File: src/rtl/alu_seq.sv
// alu_seq: WIDTH-bit registered ALU with a start/done handshake.
// Define ALU_DIV_EN to build the iterative restoring DIV/MOD divider.
module alu_seq #(
  parameter int WIDTH = 16
) (
  input  logic             clk,
  input  logic             rst_n,
  input  logic             start,
  input  logic [2:0]       aluctrl,
  input  logic [WIDTH-1:0] a,
  input  logic [WIDTH-1:0] b,
  input  logic             cin,
  output logic [WIDTH-1:0] rez,
  output logic             cout,
  output logic             ovf,
  output logic             zero,
  output logic             dz,
  output logic             busy,
  output logic             done
);
  localparam logic [2:0] OP_AND = 3'b000;
  localparam logic [2:0] OP_OR  = 3'b001;
  localparam logic [2:0] OP_ADD = 3'b010;
  localparam logic [2:0] OP_XOR = 3'b011;
  localparam logic [2:0] OP_SUB = 3'b110;
  localparam logic [2:0] OP_SLT = 3'b111;
  logic             is_add, is_sub, is_arith, is_div, lt, co, ov;
  logic [WIDTH-1:0] bop, res;
  logic [WIDTH:0]   sum;
  assign is_add   = aluctrl == OP_ADD;
  assign is_sub   = aluctrl == OP_SUB;
  assign is_arith = is_add | is_sub;
  assign is_div   = aluctrl[2:1] == 2'b10;
  // SUB is A + ~B + 1, so COUT=1 means no borrow
  assign bop = is_sub ? ~b : b;
  assign sum = {1'b0, a} + {1'b0, bop} + {{WIDTH{1'b0}}, is_sub | (is_add & cin)};
  assign lt  = $signed(a) < $signed(b);
  assign co  = is_arith & sum[WIDTH];
  assign ov  = is_arith & (a[WIDTH-1] == bop[WIDTH-1]) & (sum[WIDTH-1] != a[WIDTH-1]);
  assign res = aluctrl == OP_AND ? a & b :
               aluctrl == OP_OR  ? a | b :
               aluctrl == OP_XOR ? a ^ b :
               aluctrl == OP_SLT ? {{(WIDTH-1){1'b0}}, lt} :
               is_arith          ? sum[WIDTH-1:0] : '0;
`ifdef ALU_DIV_EN
  typedef enum logic {IDLE, DIVIDE} state_t;
  localparam int CW = $clog2(WIDTH);
  state_t           state;
  logic [CW-1:0]    cnt;
  logic [WIDTH-1:0] dvd, dvs, rem, rem_nx, q_nx, fin;
  logic [WIDTH:0]   shl;
  logic             op_mod, ge;
  // dvd shifts the dividend out of its MSB while quotient bits enter at the LSB
  assign shl    = {rem, dvd[WIDTH-1]};
  assign ge     = shl >= {1'b0, dvs};
  assign rem_nx = ge ? shl[WIDTH-1:0] - dvs : shl[WIDTH-1:0];
  assign q_nx   = {dvd[WIDTH-2:0], ge};
  assign fin    = op_mod ? rem_nx : q_nx;
  assign busy   = state == DIVIDE;
  always_ff @(posedge clk or negedge rst_n)
    if (!rst_n) begin
      state  <= IDLE;
      cnt    <= '0;
      dvd    <= '0;
      dvs    <= '0;
      rem    <= '0;
      op_mod <= 1'b0;
      rez    <= '0;
      cout   <= 1'b0;
      ovf    <= 1'b0;
      zero   <= 1'b0;
      dz     <= 1'b0;
      done   <= 1'b0;
    end else begin
      done <= 1'b0;
      if (state == IDLE) begin
        if (start && is_div) begin
          state  <= DIVIDE;
          dvd    <= a;
          dvs    <= b;
          rem    <= '0;
          cnt    <= '0;
          op_mod <= aluctrl[0];
        end else if (start) begin
          rez  <= res;
          cout <= co;
          ovf  <= ov;
          zero <= res == '0;
          dz   <= 1'b0;
          done <= 1'b1;
        end
      end else begin
        dvd <= q_nx;
        rem <= rem_nx;
        cnt <= cnt + CW'(1);
        if (cnt == CW'(WIDTH - 1)) begin
          state <= IDLE;
          rez   <= fin;
          zero  <= fin == '0;
          cout  <= 1'b0;
          ovf   <= 1'b0;
          dz    <= dvs == '0;
          done  <= 1'b1;
        end
      end
    end
`else
  assign busy = 1'b0;
  // without the divider, DIV/MOD finish at once with REZ=0 and DZ=1
  always_ff @(posedge clk or negedge rst_n)
    if (!rst_n) begin
      rez  <= '0;
      cout <= 1'b0;
      ovf  <= 1'b0;
      zero <= 1'b0;
      dz   <= 1'b0;
      done <= 1'b0;
    end else begin
      done <= start;
      if (start) begin
        rez  <= res;
        cout <= co;
        ovf  <= ov;
        zero <= res == '0;
        dz   <= is_div;
      end
    end
`endif
endmodule

File: config.mk
export PLATFORM = sky130hd
export DESIGN_NAME = alu_seq
export DESIGN_NICKNAME = d
export VERILOG_FILES = /design/src/rtl/alu_seq.sv
export SDC_FILE = /design/constraint.sdc
export NUM_CORES = 1
export LEC_CHECK = 0
export BUFFER_PORTS_ARGS = -buffer_cell sky130_fd_sc_hd__buf_2
export CAP_MARGIN = 0
export CORE_ASPECT_RATIO = 0.7
export CORE_MARGIN = 2
export CORE_UTILIZATION = 30
export DETAILED_ROUTE_END_ITERATION = 12
export GPL_TIMING_DRIVEN = 0
export PLACE_DENSITY = 0.5
export REMOVE_ABC_BUFFERS = 1
export SKIP_LAST_GASP = 1
export SYNTH_ARGS = -nofsm -noshare
export SYNTH_HDL_FRONTEND = slang
export SYNTH_SLANG_ARGS = --single-unit
File: constraint.sdc
create_clock -name clk -period 0.8 [get_ports clk]
set_input_delay 0.08 -clock clk [delete_from_list [all_inputs] [get_ports clk]]
set_output_delay 0.08 -clock clk [all_outputs]
set_load 0.01 [all_outputs]
==> impl_metrics.env <==
export IMPL_status="complete, but fails checks"
export IMPL_violations="negative setup slack"
export IMPL_fin_skew_ps=0
export IMPL_final_util_pct=43.5
export IMPL_maxCapViolCount=0
export IMPL_cts_tree="yes"
export IMPL_clock_latency_ps=250
export IMPL_initial_core_util_pct=30.7
export IMPL_synth_area_sq_mm=0.00317
export IMPL_port_buffers=59
export IMPL_synth_area_top_cells="ha_1 25%, dfrtp_1 17%, a21oi_1 7.0%, xnor2_1 6.4%, nor2_1 5.6%"
export IMPL_place_congestion=0.786
export IMPL_fp_dieW_um=127
export IMPL_power_density_mw_per_mm2=1230
export IMPL_ys_warnings_count=0
export IMPL_clockRootBuffer="clkbuf_16"
export IMPL_gr_usage_all_layers_pct=17.2
export IMPL_synthFlopType="dfrtp_1"
export IMPL_clk_pin_slew_ps=60
export IMPL_grt_first_pass_wirelength_um=16100
export IMPL_switching_share_pct=38.6
export IMPL_tightest_slew_ps=550
export IMPL_finalHoldViolCount=0
export IMPL_top_usage_layer="met2"
export IMPL_p_int_mw=3.38
export IMPL_cp_num_buf_inv=3
export IMPL_async_flop_share_pct=100
export IMPL_vias=3069
export IMPL_irDropWorstVdd_mv=0.560
export IMPL_clock_power_share_pct=19.0
export IMPL_fill_cells=1016
export IMPL_layout_drive_gt1_share_pct=37.4
export IMPL_critical_path_class="primary input to flip-flop"
export IMPL_area_growth_pct=41.7
export IMPL_synth_seq_cells=21
export IMPL_syn_inst=399
export IMPL_fin_area_sq_mm=0.00448
export IMPL_use_met1_pct=25.1
export IMPL_antenna_cells=0
export IMPL_grt_setup_unrepaired="true"
export IMPL_setup_viol=40
export IMPL_synth_edf_count=0
export IMPL_avgSynthCellArea_sq_um=7.93
export IMPL_wire_per_inst_um=15.7
export IMPL_use_met3_pct=2.92
export IMPL_cts_buffers=3
export IMPL_cpMaxStageDelayCell="ha_1"
export IMPL_yosys_top_cells_count="63 x ha_1, 47 x nor2_1, 46 x inv_1"
export IMPL_path_cells="buf_16, nor2b_4, nand2_8, buf_6, xnor2_4, ha_1, a211oi_4, buf_4, nor4_4, or2_1, a21oi_1, a211o_1, xnor2_1, a22o_1, mux2_2"
export IMPL_drt_initial_drc_count=172
export IMPL_grt_met2_usage_pct=27.2
export IMPL_cp_end_kind="flip-flop"
export IMPL_synth_cell_type_count=59
export IMPL_holdWs_ps=206
export IMPL_overflow=0
export IMPL_switchingPower_mw=2.13
export IMPL_core_region_area_sq_mm=0.0103
export IMPL_drv_slew=0
export IMPL_worstPathArrival_ps=2900
export IMPL_cts_sinks=21
export IMPL_finalWirelength_um=9650
export IMPL_post_drt_via_cell_ratio=5.01
export IMPL_antenna_found_initial=0
export IMPL_grt_pass1_vias=3093
export IMPL_die_area_sq_mm=0.0114
export IMPL_drc=0
export IMPL_p_leak_nw=2.12
export IMPL_period_needed_ps=2760
export IMPL_dr_pass1_iters=4
export IMPL_synth_most_common_cell="ha_1"
export IMPL_grt_max_degree=35
export IMPL_fmax_ghz=0.362
export IMPL_place_hpwl_um=6730
export IMPL_crit_fanout=15
export IMPL_clk_path_buf_depth=2
export IMPL_fin_ws_ps=-1960
export IMPL_start_kind="primary input"
export IMPL_ios=61
export IMPL_relSlewSlack_pct=63.3
export IMPL_placed_area_sq_mm=0.00355
export IMPL_ctsHtreeMaxLevel=1
export IMPL_final_nets=586
export IMPL_total_power_mw=5.51
export IMPL_hold_path_class="primary input to flip-flop"
export IMPL_ys_seq_area_share_pct=16.6
export IMPL_hold_depth=3
export IMPL_synthDominantCellAreaShare_pct=24.9
export IMPL_worst_path_stages=15
export IMPL_pwr_share_seq_pct=23.0
export IMPL_antenna_left=0
export IMPL_p_comb_share_pct=58.0
export IMPL_die_y_um=89.9
export IMPL_fin_crit_sh_pct=345
export IMPL_fp_row_count=31
export IMPL_critPathMaxStageDelay_ps=320
export IMPL_crit_family="simple AND/OR/NAND/NOR gates"
export IMPL_worst_r2r_path_depth=3
export IMPL_cp_data_required_time_ps=930
export IMPL_post_synth_top_area_cell="ha_1"
==> worst min-delay path, stage by stage <==
cell and delay (ps):
buf_6 150, nand3b_1 100, o21ai_0 70
==> worst paths after layout <==
| path | from | endpoint | slack (ps) |
|---|---|---|---|
| min in group asynchronous | rst_n | ovf | 320 |
| max in group asynchronous | rst_n | rez[0] | 160 |
| hold / removal | aluctrl[2] | dz | 210 |
| setup / recovery | aluctrl[0] | rez[15] | -1960 |
| hold reg to reg | rez[1] | rez[1] | 500 |
| setup reg to reg | rez[7] | rez[7] | 10 |
==> flip-flops by register name, indices dropped and copies added (netlist names) <==
| signal | flops |
|---|---|
| rez | 16 |
| cout | 1 |
| done | 1 |
| dz | 1 |
| ovf | 1 |
| zero | 1 |
==> per-stage QoR <==
stage / worst slack (ps) / TNS [ps] / cells
after detailed placement: -4980 / -81590 / 573
after CTS: -2020 / -31060 / 605
after floorplan: -3410 / -52900 / 382
after global placement: -4960 / -81130 / 573
final: -1960 / -29430 / 613
after global routing: -2050 / -31810 / 613
==> logic make-up after synthesis <==
kind of cell             after synthesis  share of synthesized area [%]
XOR/XNOR                              28                           7.75
other                                  1                          0.118
buffers and inverters                 63                           7.79
multiplexers                           7                           2.45
AND/OR/NAND/NOR                      107                           15.9
adder cells (fa/ha/maj)               65                           26.2
AO/OA/AOI/OAI                        107                           23.2
flip-flops                            21                           16.6
==> cell type report <==
type | instances | area (sq um) | share of cell area, %
clock buffer | 4 | 78.8 | 1.76
inverter | 46 | 179 | 3.99
tap | 132 | 165 | 3.68
timing repair buffer | 95 | 699 | 15.6
sequential | 21 | 526 | 11.7
multi-input combinational | 315 | 2840 | 63.3
==> timing repair <==
action / CTS / global route
cloned: 2 / 0
resized for setup: 71 / 36
buffers inserted: 25 / 11
hold buffers: 1 / 0
hold endpoints to repair: 21 / 0
pin swaps: 33 / 30
endpoints found under the setup margin: 40 / 41
==> layout by cell type (no fill, tap or decap), drive strengths merged, types with 4 or more instances in the layout <==
cell type	instances
dfrtp	21
nand2	20
nand2b	6
o21bai	4
xnor2	23
xor2	5
nor3	8
buf	91
nor4	4
nor2b	6
mux2	6
nand4	5
o21ai	16
a21oi	45
clkbuf	5
nor2	47
a211oi	7
inv	45
ha	63
==> power by group through the flow <==
stage | sequential [mW] | clock [mW] | combinational, mW
after floorplan | 1.35 | 0 | 1.47
after global placement | 1.29 | 0 | 2.29
after detailed placement | 1.29 | 0 | 2.30
after CTS | 1.27 | 1.07 | 2.86
after global routing | 1.28 | 1.13 | 3.49
final | 1.27 | 1.05 | 3.19
==> metal layers <==
layer  share of wire [%]  wire [um]  up-vias
li1                    -          -     1537
met3                 4.9        476        6
met4                0.73         70        0
met1                  50       4840     1456
met5                   0          0        -
met2                  44       4270       70
Note: power is estimated with default switching activity, not from simulation.
